--- src/rtl/uart_tx_if.sv ---
// Byte handshake between a producer and the UART transmitter.
// The producer drives data/valid; the transmitter answers with ready.
interface uart_tx_if;
   logic [7:0] tx_data;
   logic       tx_valid;
   logic       tx_ready;

   modport master (output tx_data, output tx_valid, input tx_ready);
   modport slave  (input tx_data, input tx_valid, output tx_ready);
endinterface

--- src/rtl/uart_tx.sv ---
// UART transmitter: 8 data bits LSB first, even parity, one stop bit.
// A one-entry holding register lets the next byte queue up so frames run back to back.
module uart_tx #(
   parameter int CNT_W = 10
) (
   input  logic             clk,
   input  logic             rst,
   input  logic [CNT_W-1:0] clks_per_bit,
   uart_tx_if.slave         bus,
   output logic             TX_out,
   output logic             tx_busy,
   output logic             tx_done
);

   typedef enum logic [2:0] {IDLE, START, DATA, PARITY, STOP} state_t;

   state_t           state;
   logic [7:0]       hold_data;
   logic             hold_full;
   logic [7:0]       shift;
   logic             parity;
   logic [CNT_W-1:0] cnt;
   logic [CNT_W-1:0] period;
   logic [2:0]       bit_idx;
   logic             bit_end;
   logic             load;

   assign bus.tx_ready = ~hold_full;
   assign bit_end      = (cnt == period);

   // A held byte is loaded when idle or exactly at the end of a stop bit, so frames abut.
   assign load = hold_full && ((state == IDLE) || (state == STOP && bit_end));

   always_ff @(posedge clk) begin
      if (rst) begin
         state     <= IDLE;
         hold_data <= '0;
         hold_full <= 1'b0;
         shift     <= '0;
         parity    <= 1'b0;
         cnt       <= '0;
         period    <= '0;
         bit_idx   <= '0;
         TX_out    <= 1'b1;
         tx_busy   <= 1'b0;
         tx_done   <= 1'b0;
      end else begin
         tx_done <= 1'b0;

         if (bus.tx_valid && !hold_full) begin
            hold_data <= bus.tx_data;
            hold_full <= 1'b1;
         end

         if (load) begin
            shift     <= hold_data;
            parity    <= ^hold_data;
            period    <= clks_per_bit;
            hold_full <= 1'b0;
            cnt       <= '0;
            bit_idx   <= '0;
            state     <= START;
            TX_out    <= 1'b0;
            tx_busy   <= 1'b1;
            if (state == STOP)
               tx_done <= 1'b1;
         end else if (state == IDLE) begin
            TX_out  <= 1'b1;
            tx_busy <= 1'b0;
            cnt     <= '0;
         end else if (!bit_end) begin
            cnt <= cnt + CNT_W'(1);
         end else begin
            cnt <= '0;
            case (state)
               START: begin
                  state   <= DATA;
                  bit_idx <= '0;
                  TX_out  <= shift[0];
               end
               DATA: begin
                  if (bit_idx == 3'd7) begin
                     state  <= PARITY;
                     TX_out <= parity;
                  end else begin
                     bit_idx <= bit_idx + 3'd1;
                     shift   <= shift >> 1;
                     TX_out  <= shift[1];
                  end
               end
               PARITY: begin
                  state  <= STOP;
                  TX_out <= 1'b1;
               end
               STOP: begin
                  state   <= IDLE;
                  TX_out  <= 1'b1;
                  tx_busy <= 1'b0;
                  tx_done <= 1'b1;
               end
               default: begin
                  state  <= IDLE;
                  TX_out <= 1'b1;
               end
            endcase
         end
      end
   end

endmodule

--- src/flat_wrapper.sv ---
// flat-port wrapper written by rule: the top's interface ports become plain ports
module uart_tx_flat 
#(
   parameter int CNT_W = 10
)
  (clk, rst, clks_per_bit, TX_out, tx_busy, tx_done, bus_tx_data, bus_tx_valid, bus_tx_ready);
  uart_tx_if bus_i ();
  input  logic clk;
  input  logic rst;
  input  logic [CNT_W-1:0] clks_per_bit;
  output logic TX_out;
  output logic tx_busy;
  output logic tx_done;
  input wire logic [$bits(bus_i.tx_data)-1:0] bus_tx_data;
  input wire logic [$bits(bus_i.tx_valid)-1:0] bus_tx_valid;
  output wire logic [$bits(bus_i.tx_ready)-1:0] bus_tx_ready;
  assign bus_i.tx_data = bus_tx_data;
  assign bus_i.tx_valid = bus_tx_valid;
  assign bus_tx_ready = bus_i.tx_ready;
  uart_tx #(.CNT_W(CNT_W)) u_core (.clk(clk), .rst(rst), .clks_per_bit(clks_per_bit), .bus(bus_i), .TX_out(TX_out), .tx_busy(tx_busy), .tx_done(tx_done));
endmodule
--- config.mk ---
export PLATFORM = sky130hd
export DESIGN_NAME = uart_tx_flat
export DESIGN_NICKNAME = d
export VERILOG_FILES = /design/src/rtl/uart_tx_if.sv /design/src/rtl/uart_tx.sv /design/src/flat_wrapper.sv
export SDC_FILE = /design/constraint.sdc
export NUM_CORES = 1
export LEC_CHECK = 0
export ABC_AREA = 0
export CAP_MARGIN = 20
export CORE_ASPECT_RATIO = 0.9
export CORE_MARGIN = 4
export CORE_UTILIZATION = 45
export CTS_CLUSTER_DIAMETER = 100
export DETAILED_ROUTE_END_ITERATION = 10
export GPL_ROUTABILITY_DRIVEN = 0
export HOLD_SLACK_MARGIN = 0.12
export PLACE_DENSITY = 0.73
export SKIP_CTS_REPAIR_TIMING = 1
export SLEW_MARGIN = 10
export SYNTH_ARGS = -nofsm -noshare
export SYNTH_HDL_FRONTEND = slang
export SYNTH_SLANG_ARGS = --single-unit
--- constraint.sdc ---
create_clock -name clk -period 3.3 [get_ports clk]
set_input_delay 0.66 -clock clk [delete_from_list [all_inputs] [get_ports clk]]
set_output_delay 0.66 -clock clk [all_outputs]
set_load 0.1 [all_outputs]
==> run_results.csv, run 1 <==
group,metric,value,unit
status,outcome,"finished, final reports clean",
layout,nets,283,
floorplanning,rows,23,
clock_network,htree_levels,2,
synthesis,synth_edf_count,0,
global_routing,antenna_found_initial,0,
place,dp_cells,314,
sta,whs,0.487,ns
synthesis,synth-compound-area-share,14.7,%
synthesis,synth_top_family_by_area,"simple AND/OR/NAND/NOR gates",
worst_setup_path,cp.arrival,2.29,ns
route,drt-pass1-iter-count,4,
layout,drive_above_1_share,9.23,%
route,first_iter_violations,172,
worst_hold_path,holdCritStartpoint,"u_core.tx_busy",
worst_hold_path,hold_class,"reg -> reg",
global_routing,gr-usage-all-layers,16.5,%
sta,fmax,480,MHz
place,placed_area,2460,um^2
worst_setup_path,ff2ff_path_depth,5,
pwr,p_total,1.70,mW
synthesis,synth-xor-area-share,10.1,%
sta,max-slew-margin-rel,51.7,%
pwr,p_sw_share,35.0,%
layout,instances_no_fill,322,
flow_run,drv_cap,0,
sta,timing.final.crit_period,2.08,ns
synthesis,synthArstFlopShare,0,%
global_routing,grt_pass1_wl,7580,um
sta,fin_tns_setup,0,ns
place,place_worst_setup_slack,1.25,ns
clock_network,cts_root_buffer,"clkbuf_8",
pwr,p_leak,1.05,nW
worst_setup_path,crit_path_end_kind,"register",
worst_hold_path,min_to,"u_core.tx_busy",
clock_network,clock-sinks,47,
route,wire_per_inst,13.9,um
global_routing,grt_start_max_net_pins,29,
route,drt_wl_total,4490,um
pwr,vdd_ir_drop_max,370,uV
synthesis,yosysWarnings,0,
synthesis,netlist_top_cells_count,"dfxtp_1 (47), nor2_1 (25), a21oi_1 (23)",
synthesis,synthFlopType,"dfxtp_1",
layout,area_delta_synth_final,18.7,%
pwr,p_per_area,661,nW/um^2
synthesis,synth_area_leaders,"dfxtp_1 (43%), mux2i_1 (8.3%), a21oi_1 (5.3%)",
synthesis,syn_nets,261,
clock_network,cts_tree,"built",
synthesis,synth.most_common_cell,"dfxtp_1",
pwr,p_int,1.11,mW
worst_setup_path,r2r_start,"u_core.state[1]",
sta,rsz0062_at_grt,"no",
clock_network,clock_latency,0.30,ns
floorplanning,die-area,6010,um^2
pwr,seq_power_share,42.5,%
worst_setup_path,worst-r2r-setup-slack,1.22,ns
floorplanning,die_y,73.9,um
floorplanning,start_util,47.8,%
synthesis,synthCells,237,
worst_setup_path,crit_start,"u_core.state[1]",
global_routing,grt_overflow,0,
place,dp_hpwl,3170,um
sta,finalSetupViolCount,0,
sta,worstMarginPinSlew,0.723,ns
layout,finish.utilization,56.7,%
clock_network,cts_buffers,5,
worst_hold_path,hold_path_depth,2,
sta,finalCritPeriodShare,63.1,%
sta,final.setup_skew,0.00844,ns
pwr,power_frac_clock,25.3,%
layout,fillers,440,
sta,final.setup.worst_slack,1.22,ns
synthesis,synthSimpleGateAreaFrac,19.0,%
clock_network,clock_tree.buffer_depth,2,
sta,hold_viol_final,0,
synthesis,yosysTopAreaCell,"dfxtp_1",
synthesis,yosys.area.top_type_share,43.3,%
synthesis,ys_ff_latch,47,
pwr,switching_power,0.596,mW
worst_setup_path,cp-start-kind,"register",
floorplanning,chipWidth,81.3,um
synthesis,synth_cell_types,39,
layout,seq_area,941,um^2
worst_setup_path,crit_fanout,11,
layout,antennaDiodeCount,0,
worst_setup_path,r2r_end,"u_core.bit_idx[0]",
pwr,p_comb_share,32.2,%
synthesis,synth_area,2170,um^2
floorplanning,core,4550,um^2
sta,slew_violations,0,
route,drc_errors,0,
worst_setup_path,path_class,"reg -> reg",
floorplanning,ios,25,
route,avgViaCountPerCell,5.29,
synthesis,synth_mux_area_share,8.29,%
clock_network,cts.reportedPaths.clkPinSlew,0.08,ns
layout,final_area,2580,um^2
route,antenna_left,0,
synthesis,yosysSeqAreaShare,43.3,%
place,port_buffers,24,
layout,multi_input_area,1170,um^2
worst_setup_path,cp.required,3.51,ns
global_routing,grt_pass1_vias,1619,
synthesis,synth_fa_ha_area_share,1.73,%
route,vias,1703,
synthesis,postSynthAreaPerCell,9.17,um^2
cells in the final DEF (no fill, tap or decap), drive strengths merged, types with 3 or more instances in the layout:
cell            n
a21oi          23
and2            3
and3            4
buf             8
clkbuf          6
clkdlybuf4s50  20
clkinv          3
dfxtp          47
ha              3
mux2i          18
nand2           8
nand3          14
nor2           25
nor3            7
o21ai          10
o31ai           9
xnor2          12
xor2           13
power groups by stage:
stage                     Clock (mW)  Sequential, mW  Combinational (mW)
after CTS                      0.442           0.723               0.550
after detailed placement           0           0.736               0.547
after global placement             0           0.733               0.541
final                          0.432           0.724               0.549
after global routing           0.459           0.736               0.609
after floorplan                    0           0.748               0.405
kinds of logic after synthesis:
kind of cell	after synthesis
AO/OA/AOI/OAI	53
multiplexers	18
buffers and inverters	17
adder cells (fa/ha/maj)	3
flip-flops	47
XOR/XNOR	25
AND/OR/NAND/NOR	74
area by class of cell:
cell class	instances	area share [%]
Clock buffer	6	3.20
Clock inverter	2	1.36
Timing Repair Buffer	28	10.1
Multi-Input combinational cell	173	45.3
Sequential cell	47	36.5
Tap cell	62	3.01
Inverter	4	0.582
worst max-delay path by stage:
stage | endpoint | slack [ns]
floorplan | u_core.bit_idx[0] | 1.45
global route | u_core.state[1] | 1.09
detailed placement | u_core.bit_idx[0] | 1.25
finish | u_core.bit_idx[0] | 1.22
CTS | u_core.bit_idx[0] | 1.21
global placement | u_core.state[1] | 1.26
state kept, by name, indices dropped and copies added, names as in the netlist:
signal / count
u_core.TX_out: 1
u_core.bit_idx: 3
u_core.cnt: 10
u_core.hold_data: 8
u_core.hold_full: 1
u_core.parity: 1
u_core.period: 10
u_core.shift: 8
u_core.state: 3
u_core.tx_busy: 1
u_core.tx_done: 1
critical path, stage by stage, from the launching register on:
cell and delay (ns):
dfxtp_1 0.53, or3b_2 0.50, nor2_1 0.14, nand4_2 0.30, or2_0 0.31, a211oi_1 0.22
metal layers:
metal	track usage, %	vias to the layer above	routed length [um]
li1	-	889	-
met1	22.0	771	2200
met2	26.4	36	1990
met3	3.39	7	228
met4	6.19	0	74
met5	0	-	0
(Power assumes the default switching activity.)
==> run 2, diff against run 1 <==
==> constraint.sdc (replaced) <==
create_clock -name clk -period 2.2 [get_ports clk]
set_input_delay 0.44 -clock clk [delete_from_list [all_inputs] [get_ports clk]]
set_output_delay 0.44 -clock clk [all_outputs]
set_load 0.1 [all_outputs]
==> run 2 against run 1 <==
  * Register-to-register slack got worse by 1.0 ns
  * Sequential power rose by 45%
  * Utilization rose by 1.8 points
  * Count of clock-buffer cells in the layout did not move
  * Via count rose by 6.1%
  * Critical endpoint is now u_core.bit_idx[2]
  * Largest cell class unchanged
  * Largest power group unchanged
==> run_results.csv, run 2 (synthesis results as in run 1) <==
group,metric,value,unit
status,outcome,"finished, final reports clean",
layout,antennaDiodeCount,0,
floorplanning,chipWidth,81.3,um
worst_setup_path,cp-start-kind,"register",
clock_network,clock_tree.buffer_depth,2,
clock_network,htree_levels,2,
sta,hold_viol_final,0,
place,dp_hpwl,3280,um
worst_setup_path,crit_path_end_kind,"register",
sta,finalCritPeriodShare,89.9,%
worst_hold_path,hold_class,"reg -> reg",
global_routing,antenna_found_initial,0,
worst_hold_path,hold_path_depth,2,
pwr,switching_power,0.921,mW
worst_setup_path,cpMostUsedCell,"ha_1",
worst_hold_path,min_to,"u_core.tx_busy",
route,avgViaCountPerCell,5.46,
layout,final_cell_mix,"dfxtp_1 (47), nor2_1 (25), a21oi_1 (23), clkdlybuf4s50_1 (20), mux2i_1 (18)",
worst_setup_path,cp.arrival,2.16,ns
pwr,vdd_ir_drop_max,457,uV
floorplanning,start_util,47.8,%
layout,area_delta_synth_final,22.5,%
pwr,p_leak,1.10,nW
route,drt_wl_total,4610,um
layout,top_regs,"u_core.cnt: 10 flops, u_core.period: 10 flops",
worst_setup_path,ff2ff_path_depth,7,
sta,max-slew-margin-rel,71.2,%
layout,layout_commonest_cell,"dfxtp_1",
pwr,p_per_area,1030,nW/um^2
clock_network,cts_root_buffer,"clkbuf_8",
sta,finalSetupViolCount,0,
pwr,p_int,1.81,mW
layout,final_area,2660,um^2
place,port_buffers,24,
global_routing,grt_pass1_vias,1664,
flow_run,drv_cap,0,
sta,slew_violations,0,
worst_setup_path,cp_num_buf_inv,0,
route,antenna_left,0,
global_routing,gr-usage-all-layers,17.1,%
worst_setup_path,worst-r2r-setup-slack,0.22,ns
clock_network,cts.reportedPaths.clkPinSlew,0.09,ns
route,drc_errors,0,
clock_network,clock_latency,0.30,ns
worst_setup_path,path_class,"reg -> reg",
route,first_iter_violations,128,
pwr,p_comb_share,34.2,%
worst_setup_path,crit_path_cell_trace,"ha_1, ha_1, or3b_2, a21oi_1, nand4_1, mux2i_1, nor3_1",
worst_setup_path,cp.required,2.38,ns
worst_setup_path,r2r_start,"u_core.bit_idx[0]",
worst_setup_path,cpMaxStageDelayCell,"or3b_2",
sta,final.setup_skew,0.00350,ns
route,vias,1807,
sta,fmax,505,MHz
place,placed_area,2530,um^2
global_routing,grt_start_max_net_pins,21,
pwr,p_sw_share,33.7,%
layout,nets,292,
floorplanning,rows,23,
clock_network,cts_buffers,5,
clock_network,clock-sinks,47,
clock_network,cts_tree,"built",
worst_hold_path,holdCritStartpoint,"u_core.tx_busy",
global_routing,grt_pass1_wl,7770,um
floorplanning,ios,25,
layout,drive_above_1_share,11.9,%
route,drt-pass1-iter-count,4,
floorplanning,die_y,73.9,um
layout,finish.utilization,58.6,%
sta,fin_tns_setup,0,ns
sta,worstMarginPinSlew,0.431,ns
sta,rsz0062_at_grt,"no",
floorplanning,core,4550,um^2
worst_setup_path,crit_path_max_incr_delay,0.45,ns
pwr,power_frac_clock,27.3,%
pwr,seq_power_share,38.6,%
floorplanning,die-area,6010,um^2
global_routing,grt_overflow,0,
sta,timing.final.crit_period,1.98,ns
route,wire_per_inst,13.9,um
worst_setup_path,r2r_end,"u_core.bit_idx[2]",
worst_setup_path,crit_fanout,4,
worst_setup_path,crit_family,"simple AND/OR/NAND/NOR gates",
[run 2: worst max path at each step]
stage	slack, ns	startpoint	cells after the start	endpoint
after floorplan	0.35	u_core.state[2]	6	u_core.bit_idx[0]
after global placement	0.32	u_core.bit_idx[0]	7	u_core.bit_idx[1]
after detailed placement	0.24	u_core.bit_idx[0]	7	u_core.bit_idx[2]
after CTS	0.21	u_core.bit_idx[0]	7	u_core.bit_idx[2]
after global routing	0.04	u_core.bit_idx[0]	7	u_core.bit_idx[2]
final	0.22	u_core.bit_idx[0]	7	u_core.bit_idx[2]
[run 2: layer usage]
metal | global-route usage (%) | share of wire, % | vias to the layer above
li1 | - | - | 907
met1 | 23.5 | 48 | 837
met2 | 25.3 | 43 | 53
met4 | 9.01 | 2.3 | 0
met3 | 3.75 | 6.5 | 10
met5 | 0 | 0 | -
[run 2: worst min-delay path: cells and delay by family (launching register included)]
family	cells	cell delay [ns]
flip-flops	1	0.32
AO/OA/AOI/OAI	2	0.12
[run 2: final cells by class]
class,count,area (um^2)
Multi-Input combinational cell,173,1170
Clock inverter,2,60.1
Timing Repair Buffer,37,328
Inverter,4,15.0
Fill cell,430,1880
Sequential cell,47,941
Clock buffer,6,72.6
Tap cell,62,77.6
[run 2: through the flow]
| step | setup WS (ns) | total power, mW | cells | hold WS [ns] |
|---|---|---|---|---|
| finish | 0.222 | 2.73 | 331 | 0.477 |
| global route | 0.0447 | 2.90 | 331 | 0.501 |
| CTS | 0.212 | 2.75 | 331 | 0.482 |
| detailed placement | 0.237 | 2.01 | 323 | 0.469 |
| global placement | 0.317 | 1.99 | 323 | 0.468 |
| floorplan | 0.349 | 1.73 | 237 | 0.447 |
[run 2: power groups by stage]
| stage | clock network, mW | logic, mW | registers [mW] |
|---|---|---|---|
| 2_1_floorplan | 0 | 0.607 | 1.12 |
| 3_3_place_gp | 0 | 0.921 | 1.07 |
| 3_5_place_dp | 0 | 0.931 | 1.07 |
| 4_1_cts | 0.758 | 0.935 | 1.05 |
| 5_1_grt | 0.806 | 1.02 | 1.07 |
| 6_report | 0.745 | 0.933 | 1.05 |
